**src/rtl/acoustic_pkg.sv**
```systemverilog
// Shared definitions for the acoustic offset path.
// Holds the UART framing constants, the transmitter state encoding, and
// small byte-level helpers (offset sign extension, packet checksum).
package acoustic_pkg;

    localparam logic [7:0] HEADER_DEFAULT = 8'hA5;
    localparam int         DATA_BITS      = 8;
    localparam int         BYTES_PER_PKT  = 3;

    typedef enum logic [1:0] {
        IDLE  = 2'd0,
        START = 2'd1,
        DATA  = 2'd2,
        STOP  = 2'd3
    } tx_state_t;

    // Sign-extend an offset whose sign bit sits at position msb (0..7)
    // to a full byte. Bits above msb in val are ignored.
    function automatic logic [7:0] sext8(input logic [7:0] val, input int msb);
        logic [7:0] res;
        res = val;
        for (int i = 0; i < 8; i++) begin
            if (i > msb) begin
                res[i] = val[msb[2:0]];
            end else begin
                res[i] = val[i];
            end
        end
        return res;
    endfunction

    // Packet checksum: XOR of header and data bytes.
    function automatic logic [7:0] checksum8(input logic [7:0] hdr, input logic [7:0] data);
        return hdr ^ data;
    endfunction

endpackage

```
**src/rtl/offset_fifo.sv**
```systemverilog
// Small synchronous FIFO for queued offsets.
// Ports:
//   clk, rst_n     clock, asynchronous active-low reset
//   push, din      write request and data; accepted when not full, or when
//                  a pop happens in the same cycle
//   pop, dout      read request and first-word-fall-through head data
//   count          occupancy, held in its own counter (not derived from pointers)
//   full, empty    occupancy flags
module offset_fifo #(
    parameter  int DEPTH = 4,
    parameter  int WIDTH = 8,
    localparam int AW    = $clog2(DEPTH),
    localparam int CW    = AW + 1
) (
    input  logic             clk,
    input  logic             rst_n,
    input  logic             push,
    input  logic             pop,
    input  logic [WIDTH-1:0] din,
    output logic [WIDTH-1:0] dout,
    output logic [CW-1:0]    count,
    output logic             full,
    output logic             empty
);

    localparam logic [CW-1:0] COUNT_FULL = CW'(DEPTH);

    logic [WIDTH-1:0] mem_r [DEPTH];
    logic [AW-1:0]    wr_ptr_r;
    logic [AW-1:0]    rd_ptr_r;
    logic [CW-1:0]    count_r;
    logic             do_push_s;
    logic             do_pop_s;
    logic             full_s;
    logic             empty_s;

    // Occupancy flags and accepted push/pop; a pop frees the slot a full push needs.
    always_comb begin
        empty_s   = (count_r == {CW{1'b0}});
        full_s    = (count_r == COUNT_FULL);
        do_pop_s  = pop && !empty_s;
        do_push_s = push && (!full_s || do_pop_s);
    end

    // Pointers and occupancy counter; pointers wrap naturally at DEPTH.
    always_ff @(posedge clk or negedge rst_n) begin
        if (!rst_n) begin
            wr_ptr_r <= {AW{1'b0}};
            rd_ptr_r <= {AW{1'b0}};
            count_r  <= {CW{1'b0}};
        end else begin
            if (do_push_s) begin
                wr_ptr_r <= wr_ptr_r + 1'b1;
            end
            if (do_pop_s) begin
                rd_ptr_r <= rd_ptr_r + 1'b1;
            end
            case ({do_push_s, do_pop_s})
                2'b10:   count_r <= count_r + 1'b1;
                2'b01:   count_r <= count_r - 1'b1;
                default: count_r <= count_r;
            endcase
        end
    end

    // Storage array; contents need no reset since occupancy gates every read.
    always_ff @(posedge clk) begin
        if (do_push_s) begin
            mem_r[wr_ptr_r] <= din;
        end
    end

    assign dout  = mem_r[rd_ptr_r];
    assign count = count_r;
    assign full  = full_s;
    assign empty = empty_s;

endmodule

```
**src/rtl/offset_uart_tx.sv**
```systemverilog
// Offset UART transmitter.
// Queues signed correlator offsets and sends each one as a 3-byte UART
// packet (header, sign-extended offset, XOR checksum), 8N1, LSB first.
// Ports:
//   AD9226_CLK    sample clock, all logic on the rising edge
//   reset_n       asynchronous active-low reset
//   offset_in     signed offset, OFFSET_MSB+1 bits
//   offset_valid  one-cycle strobe qualifying offset_in
//   tx            UART line, idle high
//   busy          packet in flight or offsets still queued
//   overflow      sticky, set when an offset is dropped on a full FIFO
//   fifo_count    current FIFO occupancy
module offset_uart_tx
    import acoustic_pkg::*;
#(
    parameter int         OFFSET_MSB   = 4,
    parameter int         CLKS_PER_BIT = 10,
    parameter int         FIFO_DEPTH   = 4,
    parameter logic [7:0] HEADER       = HEADER_DEFAULT
) (
    input  logic                        AD9226_CLK,
    input  logic                        reset_n,
    input  logic [OFFSET_MSB:0]         offset_in,
    input  logic                        offset_valid,
    output logic                        tx,
    output logic                        busy,
    output logic                        overflow,
    output logic [$clog2(FIFO_DEPTH):0] fifo_count
);

    localparam int                CNT_W     = $clog2(FIFO_DEPTH) + 1;
    localparam int                BAUD_W    = $clog2(CLKS_PER_BIT);
    localparam logic [BAUD_W-1:0] BAUD_LAST = BAUD_W'(CLKS_PER_BIT - 1);
    localparam logic [2:0]        LAST_BIT  = 3'(DATA_BITS - 1);
    localparam logic [1:0]        LAST_BYTE = 2'(BYTES_PER_PKT - 1);

    tx_state_t         state_r;
    logic [BAUD_W-1:0] baud_cnt_r;
    logic [2:0]        bit_idx_r;
    logic [1:0]        byte_idx_r;
    logic [7:0]        shift_r;
    logic [7:0]        data_r;
    logic              tx_r;
    logic              busy_r;
    logic              overflow_r;

    logic [7:0]        push_din_s;
    logic [7:0]        fifo_dout_s;
    logic [CNT_W-1:0]  fifo_count_s;
    logic              fifo_full_s;
    logic              fifo_empty_s;
    logic              pop_s;
    logic              drop_s;
    logic              baud_last_s;
    logic              line_s;

    offset_fifo #(
        .DEPTH (FIFO_DEPTH),
        .WIDTH (8)
    ) u_fifo (
        .clk   (AD9226_CLK),
        .rst_n (reset_n),
        .push  (offset_valid),
        .pop   (pop_s),
        .din   (push_din_s),
        .dout  (fifo_dout_s),
        .count (fifo_count_s),
        .full  (fifo_full_s),
        .empty (fifo_empty_s)
    );

    // Pop/drop decisions, sign extension of the incoming offset, bit-period end.
    always_comb begin
        push_din_s  = sext8(8'(offset_in), OFFSET_MSB);
        pop_s       = (state_r == IDLE) && !fifo_empty_s;
        drop_s      = offset_valid && fifo_full_s && !pop_s;
        baud_last_s = (baud_cnt_r == BAUD_LAST);
    end

    // Line level implied by the current state; registered into tx_r below.
    always_comb begin
        line_s = 1'b1;
        case (state_r)
            IDLE:    line_s = 1'b1;
            START:   line_s = 1'b0;
            DATA:    line_s = shift_r[bit_idx_r];
            STOP:    line_s = 1'b1;
            default: line_s = 1'b1;
        endcase
    end

    // Framing FSM with baud counter; the counter restarts on every bit or state change.
    always_ff @(posedge AD9226_CLK or negedge reset_n) begin
        if (!reset_n) begin
            state_r    <= IDLE;
            baud_cnt_r <= {BAUD_W{1'b0}};
            bit_idx_r  <= 3'd0;
            byte_idx_r <= 2'd0;
            shift_r    <= 8'h00;
            data_r     <= 8'h00;
        end else begin
            case (state_r)
                IDLE: begin
                    baud_cnt_r <= {BAUD_W{1'b0}};
                    bit_idx_r  <= 3'd0;
                    if (pop_s) begin
                        data_r     <= fifo_dout_s;
                        byte_idx_r <= 2'd0;
                        shift_r    <= HEADER;
                        state_r    <= START;
                    end
                end
                START: begin
                    if (baud_last_s) begin
                        baud_cnt_r <= {BAUD_W{1'b0}};
                        bit_idx_r  <= 3'd0;
                        state_r    <= DATA;
                    end else begin
                        baud_cnt_r <= baud_cnt_r + 1'b1;
                    end
                end
                DATA: begin
                    if (baud_last_s) begin
                        baud_cnt_r <= {BAUD_W{1'b0}};
                        if (bit_idx_r == LAST_BIT) begin
                            state_r <= STOP;
                        end else begin
                            bit_idx_r <= bit_idx_r + 3'd1;
                        end
                    end else begin
                        baud_cnt_r <= baud_cnt_r + 1'b1;
                    end
                end
                STOP: begin
                    if (baud_last_s) begin
                        baud_cnt_r <= {BAUD_W{1'b0}};
                        if (byte_idx_r == LAST_BYTE) begin
                            state_r <= IDLE;
                        end else if (byte_idx_r == 2'd0) begin
                            shift_r    <= data_r;
                            byte_idx_r <= 2'd1;
                            state_r    <= START;
                        end else begin
                            shift_r    <= checksum8(HEADER, data_r);
                            byte_idx_r <= 2'd2;
                            state_r    <= START;
                        end
                    end else begin
                        baud_cnt_r <= baud_cnt_r + 1'b1;
                    end
                end
                default: begin
                    state_r <= IDLE;
                end
            endcase
        end
    end

    // Registered outputs: line level, activity flag, sticky drop flag.
    always_ff @(posedge AD9226_CLK or negedge reset_n) begin
        if (!reset_n) begin
            tx_r       <= 1'b1;
            busy_r     <= 1'b0;
            overflow_r <= 1'b0;
        end else begin
            tx_r       <= line_s;
            busy_r     <= (state_r != IDLE) || (|fifo_count_s);
            overflow_r <= overflow_r || drop_s;
        end
    end

    assign tx         = tx_r;
    assign busy       = busy_r;
    assign overflow   = overflow_r;
    assign fifo_count = fifo_count_s;

endmodule

```
**config.mk**
```make
export PLATFORM = sky130hd
export DESIGN_NAME = offset_uart_tx
export DESIGN_NICKNAME = d
export VERILOG_FILES = /design/src/rtl/acoustic_pkg.sv /design/src/rtl/offset_fifo.sv /design/src/rtl/offset_uart_tx.sv
export SDC_FILE = /design/constraint.sdc
export NUM_CORES = 1
export LEC_CHECK = 0
export ABC_AREA = 1
export CAP_MARGIN = 25
export CORE_MARGIN = 2
export CORE_UTILIZATION = 60
export CTS_CLUSTER_DIAMETER = 120
export CTS_CLUSTER_SIZE = 8
export DETAILED_ROUTE_END_ITERATION = 8
export GPL_ROUTABILITY_DRIVEN = 0
export GPL_TIMING_DRIVEN = 0
export PLACE_DENSITY_LB_ADDON = 0.2
export RECOVER_POWER = 25
export SKIP_CTS_REPAIR_TIMING = 1
export SYNTH_ARGS = -nofsm -noshare
export SYNTH_HDL_FRONTEND = slang
export SYNTH_SLANG_ARGS = --single-unit
```
**constraint.sdc**
```tcl
create_clock -name AD9226_CLK -period 2.6 [get_ports AD9226_CLK]
set_clock_uncertainty 0.05 [all_clocks]
set_input_delay 0.52 -clock AD9226_CLK [delete_from_list [all_inputs] [get_ports AD9226_CLK]]
set_output_delay 0.52 -clock AD9226_CLK [all_outputs]
set_load 0.01 [all_outputs]
```
[Word-level counts from Yosys, hierarchy flattened]
Memory sizes are Yosys's and may differ from the RTL's. A register that Yosys moved wholly into a read port is not among the register bits.
Index checks and enable logic that the tools add are counted.
Word-level totals
  flip-flop bits (word level): 29
  bits in writable memories: 32
  bits of input ports: 8
  output and inout bits: 6
  word-level logic and storage cells: 91
  memories kept: 1
Memory list
  u_fifo.mem_r: depth 4, bits a word 8, rd ports 1, clocked after Yosys merged registers in 1, wr ports 1, line offset_fifo.sv:28  | logic [WIDTH-1:0] mem_r [DEPTH];
Cells by class
  add/subtract/negate cells: 6
  $lt $le $gt $ge: 1
  eq/ne operators: 16
  multiplexer cells: 29
  bitwise operators: 1
  reductions and logical operators: 26
Operators by type and width (count)
  2-to-1 mux 8 bit: 4
  2-to-1 mux 2 bit: 9
  one-hot mux 8 bit (2 select lines): 1
  != test 2 bit (second input constant): 6
  2-to-1 mux 3 bit: 3
  one-hot mux 3 bit (3 select lines): 1
  equality test 2 bit (second input constant): 4
  one-hot mux 2 bit (4 select lines): 1
  one-hot mux 4 bit (2 select lines): 1
  AND reduction 4 bit: 2
  adder 3 x 1 -> 3 bit (second input constant): 2
  equality test 3 bit (second input constant): 2
  one-hot mux 3 bit (2 select lines): 1
  nonzero test 2 bit: 3
  OR reduction 3 bit: 2
  logical AND 1 bit: 5
  AND reduction 5 bit: 1
  adder 2 x 1 -> 2 bit (second input constant): 2
  adder 4 x 1 -> 4 bit (second input constant): 1
  equality test 2 x 1 -> 1 bit (second input constant): 2
  equality test 4 bit (second input constant): 1
  zero test 1 bit: 4
  zero test 2 bit: 2
  less-than comparator 3 x 4 -> 1 bit (second input constant): 1
  13 further kinds: 18

[Depth between registers and ports, before layout]
Gate-level depths: netlist (run 1).
  depth after elaboration: 8
  gate-level depth with buffers: 11

[Hierarchy]
A second synthesis (run 1) with hierarchy kept.
Second synthesis, totals
  cell total of the unflattened synthesis: 325
  area total of the unflattened synthesis: 3268.1 µm²
Modules (own cells, without submodules)
  offset_fifo: times used 1, cells an instance 148, area an instance 1702.9 µm², seq. area each 1136.1 µm²
  offset_uart_tx: times used 1, cells an instance 177, area an instance 1565.3 µm², seq. area each 752.0 µm²

[Least setup slack after synthesis (run 1)]
Ideal clock, no wire load.
  path type: reg2reg
  start: register state_r[0]
  end: register u_fifo.count_r[2], in the netlist u_fifo.count[2]
  setup time: 113 ps
  arrival: 1627 ps
  slack: 810 ps
  cell stages (with the launch flop): 11
  buffers on the path: 0
  period minus slack after synthesis: 1790 ps
  path through: dfrtp_1 inv_1 ha_1 nand3_1 fa_1 inv_1 nand3_1 nand2_1 nand3_1 nand2_1 inv_1
On the way
  cells in the longest elaborated chain, start to end: 7
  elaborated cells between the ends (all ways): 9
  classes of those cells: eq/ne: 2; mux: 1; reduce/logical: 6
RTL lines
  start, declared: line offset_uart_tx.sv:37  | tx_state_t state_r;
  start signal, assigned: line offset_uart_tx.sv:95  | state_r <= IDLE;
  start signal, assigned: line offset_uart_tx.sv:110  | state_r <= START;
  start signal, assigned: line offset_uart_tx.sv:117  | state_r <= DATA;
  zero test 2 bit (*): line offset_uart_tx.sv:75  | pop_s = (state_r == IDLE) && !fifo_empty_s;
  logical AND 1 bit (*): line offset_uart_tx.sv:75
  logical AND 1 bit (*): line offset_fifo.sv:41  | do_pop_s = pop && !empty_s;
  logical OR 1 bit: line offset_fifo.sv:42  | do_push_s = push && (!full_s || do_pop_s);
  logical AND 1 bit: line offset_fifo.sv:42
  equality test 2 x 1 -> 1 bit / equality test 2 bit (equally long branches): line offset_fifo.sv:58  | case ({do_push_s, do_pop_s})
  one-hot mux 3 bit (2 select lines) / nonzero test 2 bit (equally long branches)
  end signal, assigned: line offset_fifo.sv:59  | 2'b10: count_r <= count_r + 1'b1;
  end signal, assigned: line offset_fifo.sv:60  | 2'b01: count_r <= count_r - 1'b1;
  end signal, assigned: line offset_fifo.sv:61  | default: count_r <= count_r;
  end, declared: line offset_fifo.sv:31  | logic [CW-1:0] count_r;
Every way passes the cells marked *; elsewhere a longest branch is shown, timed or not.
A chain may end at the register's enable or synchronous reset.

[Final worst setup path (run 1)]
  start: register state_r[1]
  end: memory u_fifo.mem_r[3][2] (enable)
On the way
  cells in the longest elaborated chain, start to end: 7
RTL lines
  zero test 2 bit: line offset_uart_tx.sv:75
  logical AND 1 bit: line offset_uart_tx.sv:75
  logical AND 1 bit: line offset_fifo.sv:41
  logical OR 1 bit: line offset_fifo.sv:42
  logical AND 1 bit: line offset_fifo.sv:42
  2-to-1 mux 1 bit: line offset_fifo.sv:68  | if (do_push_s) begin
  2-to-1 mux 1 bit (not written as such): line offset_fifo.sv:69  | mem_r[wr_ptr_r] <= din;
  end, declared: line offset_fifo.sv:28
No other way between the ends.

==> results of run 1 <==
[state kept, by name, summed over array words and instances (netlist names), 3 cells and up]
register	count
baud_cnt_r	4
data_r	5
u_fifo.count	3
bit_idx_r	3
u_fifo.mem_r	20
shift_r	6
[cells in the final DEF (no fill, tap or decap), types with 4 or more instances in the layout]
master and instances:
nand2_1 47, nor2_1 39, dfrtp_1 31, inv_1 25, o21ai_0 22, edfxtp_1 20
ha_1 13, clkdlybuf4s50_1 12, nand2_2 7, nand3_1 7, o21ai_2 7, a21oi_1 6
clkbuf_8 5, xor2_1 4, a31oi_1 4
[power by group through the flow]
stage               Clock (W)  Combinational, W  Sequential, W
floorplan                   0          0.000205        0.00103
global placement            0          0.000322        0.00103
detailed placement          0          0.000334        0.00103
CTS                  0.000559          0.000336        0.00101
global route         0.000587          0.000387        0.00102
finish               0.000548          0.000331        0.00101
[cells by family (layout without fill, tap and decap cells)]
| logic type | count (synthesis) | count (layout) | synth area share |
|---|---|---|---|
| flops | 52 | 52 | 0.566 |
| simple gates | 104 | 104 | 0.183 |
| xor+xnor | 5 | 5 | 0.0177 |
| compound gates | 42 | 42 | 0.0989 |
| buf+inv | 33 | 54 | 0.0610 |
| fa+ha+maj | 14 | 14 | 0.0737 |
[layout make-up]
cell class / count / area (sq um)
Buffer: 6 / 50.0
Clock buffer: 5 / 68.8
Clock inverter: 3 / 42.5
Fill cell: 308 / 1220
Inverter: 27 / 101
Multi-Input combinational cell: 165 / 926
Sequential cell: 52 / 1400
Tap cell: 50 / 62.6
Timing Repair Buffer: 13 / 124
[final timing paths]
| path | depth (start not counted) | end | slack, ns |
|---|---|---|---|
| setup / recovery | 6 | u_fifo.mem_r[3][2]$_DFFE_PP_ | 0.49 |
| hold / removal | 2 | shift_r[2]$_DFFE_PN0P_ | 0.44 |
| setup reg to reg | 6 | u_fifo.mem_r[3][2]$_DFFE_PP_ | 0.49 |
| hold reg to reg | 2 | shift_r[2]$_DFFE_PN0P_ | 0.44 |
| max in group asynchronous | 1 | state_r[0]$_DFFE_PN0P_ | 0.95 |
| min in group asynchronous | 1 | data_r[2]$_DFFE_PN0P_ | 0.59 |
[metrics by stage]
| step | setup WS [ns] | cells | util | hold slack [ns] |
|---|---|---|---|---|
| 2_1_floorplan | 0.810 | 250 | - | 0.174 |
| 3_3_place_gp | 0.343 | 313 | 0.668 | 0.412 |
| 3_5_place_dp | 0.447 | 313 | 0.667 | 0.420 |
| 4_1_cts | 0.459 | 321 | 0.695 | 0.229 |
| 5_1_grt | 0.298 | 321 | 0.694 | 0.468 |
| 6_report | 0.486 | 321 | 0.694 | 0.442 |
[per-layer routing]
metal,GRT usage,vias up,share of wire
met1,0.222,757,0.45
met3,0.0543,5,0.024
li1,-,855,-
met2,0.351,16,0.51
met5,0,-,0
met4,0.0600,0,0.012
[cells in the mapped netlist (2+ instances only)]
| cell | count |
|---|---|
| a31oi_1 | 4 |
| o21ai_0 | 22 |
| nor2_1 | 39 |
| xor2_1 | 4 |
| nand3_1 | 7 |
| dfrtp_1 | 31 |
| inv_2 | 2 |
| o21ai_2 | 7 |
| buf_2 | 2 |
| nand2_2 | 7 |
| ha_1 | 13 |
| edfxtp_1 | 20 |
| nand2_1 | 47 |
| a21oi_1 | 6 |
| inv_1 | 25 |
[worst max-delay path, delay by kind of cell, from the launching register on]
family,cells,cell delay [ns]
flops,1,0.44
buf+inv,1,0.13
fa+ha+maj,1,0.30
simple gates,4,0.84
==> out/qor.csv, run 1 <==
stage;metric;value;unit
worst_hold_path;min_from;shift_r[2]$_DFFE_PN0P_;
yosys;synth_fp_nets;272;
setup_path;crit_chain;inv_1 -> ha_1 -> nor2_1 -> nand2_1 -> nand2_1 -> nor2_1;
pwr;switchingPower;0.000518;W
global_routing;grt_overflow;0;
yosys;synthTopCellsByArea;dfrtp_1, edfxtp_1, nand2_1;
placed_design;hpwl;2900;microns
setup_path;startpoint;state_r[1]$_DFFE_PN0P_;
setup_path;endpoint_kind;flip-flop;
pwr;power;0.00189;W
setup_path;worstReg2RegStart;state_r[1]$_DFFE_PN0P_;
cts;numCtsBuffers;5;
global_routing;grt_pass1_wl;6660;microns
cts;cts_tree;built;
floorplan;fp.dieW;68.3;microns
pwr;swShare;0.274;
global_routing;antenna_found_initial;0;
floorplan;start_util;0.620;
drt;ant_nets;0;
sta;drv_slew;33;
sta;worst_pin_slew;1.67;ns
job;cap_violations;1;
sta;fin_setup_tns;0;ns
global_routing;grtUsageTotal;0.194;
yosys;ys_seq_area_frac;0.566;
cells_and_area;areaGrowthSynthToFinish;12.0;%
yosys;synth.avg_cell_area;9.92;sq um
yosys;syn_inst;250;
cts;h-tree-depth;2;
setup_path;critPathKind;flip-flop to flip-flop;
cells_and_area;fin_nets;292;
pwr;comb_power_share;0.175;
sta;hold_viol;0;
pwr;p_leak;1.22;nW
yosys;yosys.area.top_type_share;0.313;
sta;rsz0062_at_grt;no;
pwr;ir_drop;635;uV
setup_path;arrival;2.01;ns
sta;fin_crit_sh;0.813;
cts;clock_latency;0.30;ns
pwr;clkPwrFrac;0.290;
yosys;ys_ff_latch;52;
placed_design;placed_cell_area;2670;sq um
setup_path;max_stage_delay;0.44;ns
yosys;synth_top_area_cell;dfrtp_1;
sta;period_minus_slack;2.11;ns
floorplan;io_pins;14;
setup_path;worstPathRequired;2.50;ns
floorplan;die_area;4660;sq um
setup_path;cp-start-kind;flip-flop;
global_routing;grt_pass1_vias;1574;
drt;first_iter_violations;70;
setup_path;critPathSlowestCell;dfrtp_1;
cts;path_clk_slew;0.09;ns
floorplan;core_area;4000;sq um
pwr;p_int;0.00137;W
cells_and_area;n_antenna_cell;0;
yosys;synth-async-reset-ratio;0.615;
yosys;syn_area;2480;sq um
floorplan;fp-row-count;23;
drt;num_vias;1633;
yosys;yosysUniqueCellTypes;29;
yosys;synth_edf_count;20;
floorplan;fp.dieH;68.3;microns
yosys;yosys_warnings;0;
drt;avgViaCountPerCell;5.09;
pwr;p_per_area;681;nW/um^2
status;violations;capacitance limit, slew limit;
sta;max_freq;473;MHz
status;status;finished with violations;
drt;drcViolationCount;0;
drt;detail_route.wl_per_cell;12.1;microns
drt;wirelength;3890;microns
sta;setup_viol;0;
cts;cts_sinks;52;
worst_hold_path;hold_class;flip-flop to flip-flop;
global_routing;grt_max_degree;33;
sta;slew_headroom;-0.115;
cts;clockBufferDepth;2;
setup_path;cp_max_fo;7;
drt;dr.pass1.iters;4;
cells_and_area;drive_gt1_frac;0.125;
pwr;p_seq_frac;0.536;
yosys;synthFlopType;dfrtp_1;
cells_and_area;fin_area;2780;sq um
placed_design;io_buffers;13;
cts;root_buffer;clkbuf_8;
(Power assumes the default switching activity.)
==> run 2, diff against run 1 <==
CORE_UTILIZATION = 53   (was 60)
clock period = 1.94 ns   (was 2.6 ns; I/O delays follow)
==> run 2 against run 1 <==
Count of clock-buffer cells in the layout stayed put. The run still ends with capacitance limit, slew limit left. Critical path depth is the same. Power is 29% higher. Worst setup slack worse by 0.35 ns. Register-to-register slack got worse by 0.35 ns. Critical endpoint is now u_fifo.mem_r[0][2]$_DFFE_PP_. Highest routed layer unchanged. Routed wire length increased by 0.10%. Sequential power is 35% higher. Sequential cell count is the same.
==> out/qor.csv, run 2 (synthesized netlist as in run 1, its figures left out) <==
stage;metric;value;unit;change
sta;slew_headroom;-0.126;;-0.0108
setup_path;critPathKind;flip-flop to flip-flop;;
cts;h-tree-depth;2;;unchanged
global_routing;grt_pass1_wl;6580;microns;-1.2%
floorplan;fp.dieW;72.4;microns;+6.0%
pwr;comb_power_share;0.186;;+0.011
cts;cts_sinks;52;;unchanged
drt;wirelength;3890;microns;+0.10%
pwr;power;0.00244;W;+29%
drt;num_vias;1627;;-0.37%
sta;worst_pin_slew;1.69;ns;+0.0161 ns
global_routing;grt_overflow;0;;unchanged
setup_path;cp-start-kind;flip-flop;;
pwr;switchingPower;0.000719;W;+39%
drt;ant_nets;0;;unchanged
cts;cts_tree;built;;
placed_design;placed_cell_area;2670;sq um;about the same
floorplan;fp.dieH;72.4;microns;+6.0%
setup_path;crit_top_cell;nand2_1;;
cells_and_area;drive_gt1_frac;0.164;;+0.0388
cts;root_buffer;clkbuf_8;;
placed_design;post-place-ws;-0.115;ns;-0.562 ns
setup_path;arrival;1.75;ns;-0.26 ns
global_routing;grt_pass1_vias;1547;;-1.7%
cells_and_area;reg.largest.list;u_fifo.mem_r x20, shift_r x6, data_r x5;;
sta;fin_crit_sh;0.931;;+0.117
pwr;p_int;0.00172;W;+25%
global_routing;grt_max_degree;33;;unchanged
cells_and_area;nFillCells;379;;+23%
global_routing;grtUsageTotal;0.166;;-0.0279
setup_path;cp_max_fo;7;;unchanged
setup_path;critPathSlowestCell;dfrtp_1;;
floorplan;start_util;0.558;;-0.0620
status;violations;capacitance limit, slew limit;;
cts;path_clk_slew;0.10;ns;about the same
floorplan;core_area;4440;sq um;+11%
job;cap_violations;1;;unchanged
pwr;p_leak;1.23;nW;+0.52%
floorplan;die_area;5240;sq um;+12%
drt;first_iter_violations;65;;-7.1%
drt;detail_route.wl_per_cell;11.9;microns;-1.4%
pwr;p_per_area;869;nW/um^2;+28%
status;status;finished with violations;;
pwr;clkPwrFrac;0.256;;-0.034
placed_design;io_buffers;13;;unchanged
sta;hold_viol;0;;unchanged
placed_design;hpwl;2840;microns;-2.4%
sta;max_freq;554;MHz;+17%
worst_hold_path;hold_class;flip-flop to flip-flop;;
drt;avgViaCountPerCell;4.99;;-1.9%
sta;finalHoldWorstSlack;0.432;ns;-0.00989 ns
cts;clockBufferDepth;2;;unchanged
cts;numCtsBuffers;5;;unchanged
cells_and_area;n_antenna_cell;0;;unchanged
cts;clock_latency;0.31;ns;about the same
pwr;p_seq_frac;0.557;;+0.021
cells_and_area;fin_nets;295;;+1.0%
cells_and_area;final_common_cell;nand2_1;;
drt;drcViolationCount;0;;unchanged
pwr;swShare;0.295;;+0.0206
sta;period_minus_slack;1.81;ns;-0.309 ns
cells_and_area;regMostFlops;u_fifo.mem_r;;
sta;setup_viol;0;;unchanged
sta;fin_ws;0.135;ns;-0.351 ns
cells_and_area;mostFrequentLayoutCells;nand2_1, nor2_1, dfrtp_1;;
cells_and_area;areaGrowthSynthToFinish;13.3;%;
drt;dr.pass1.iters;4;;unchanged
cells_and_area;largest_reg_flops;20;;unchanged
floorplan;fp-row-count;24;;+4.3%
setup_path;crit_chain;inv_2 -> ha_4 -> nor2_1 -> nand2_1 -> nand2_1 -> nor2_2;;
global_routing;antenna_found_initial;0;;unchanged
cells_and_area;fin_area;2810;sq um;+1.2%
setup_path;endpoint_kind;flip-flop;;
floorplan;io_pins;14;;unchanged
sta;drv_slew;33;;unchanged
cells_and_area;utilization;0.632;;-0.0621
setup_path;worstPathRequired;1.88;ns;-0.62 ns
setup_path;max_stage_delay;0.44;ns;about the same
pwr;ir_drop;651;uV;+2.7%
[run 2: metal layers]
layer | vias to the layer above | global-route usage | wire length (microns)
li1 | 852 | - | -
met1 | 747 | 0.193 | 1740
met4 | 0 | 0.0802 | 78
met3 | 8 | 0.0417 | 111
met5 | - | 0 | 0
met2 | 20 | 0.288 | 1960
[run 2: path summary, 6_finish.rpt]
path	from	endpoint	slack (ns)	depth (start not counted)
worst min-delay path	overflow$_DFF_PN0_	overflow$_DFF_PN0_	0.43	1
worst max register to register	state_r[0]$_DFFE_PN0P_	u_fifo.mem_r[0][2]$_DFFE_PP_	0.13	6
min in group asynchronous	reset_n	baud_cnt_r[0]$_DFF_PN0_	0.45	1
worst min register to register	overflow$_DFF_PN0_	overflow$_DFF_PN0_	0.43	1
max in group asynchronous	reset_n	u_fifo.wr_ptr_r[0]$_DFFE_PN0P_	0.41	1
worst max-delay path	state_r[0]$_DFFE_PN0P_	u_fifo.mem_r[0][2]$_DFFE_PP_	0.13	6
[run 2: layout make-up]
cell class / count / area (sq um) / share of cell area
clock inverter: 3 / 22.5 / 0.00801
sequential: 52 / 1400 / 0.499
buffer: 6 / 50.0 / 0.0178
clock buffer: 5 / 68.8 / 0.0245
multi-input combinational: 165 / 953 / 0.339
inverter: 27 / 101 / 0.0361
tap: 52 / 65.1 / 0.0232
timing repair buffer: 16 / 146 / 0.0521
[run 2: power groups by stage]
stage                     Sequential [W]  Combinational [W]  Clock [W]
final                            0.00136           0.000455   0.000626
after global placement           0.00138           0.000433          0
after floorplan                  0.00139           0.000274          0
after global routing             0.00138           0.000522   0.000690
after detailed placement         0.00139           0.000445          0
after CTS                        0.00136           0.000447   0.000648
[run 2: worst max-delay path: cells and delay by family, from the launching register on]
kind / cells / cell delay (ns)
simple gates: 4 / 0.69
flops: 1 / 0.44
fa+ha+maj: 1 / 0.18
buf+inv: 1 / 0.12
[run 2: metrics by stage]
step                      setup TNS [ns]  cells
final                                  0    326
after global routing              -0.534    326
after CTS                          -2.78    323
after detailed placement           -2.32    315
after global placement             -8.42    315
after floorplan                        0    250
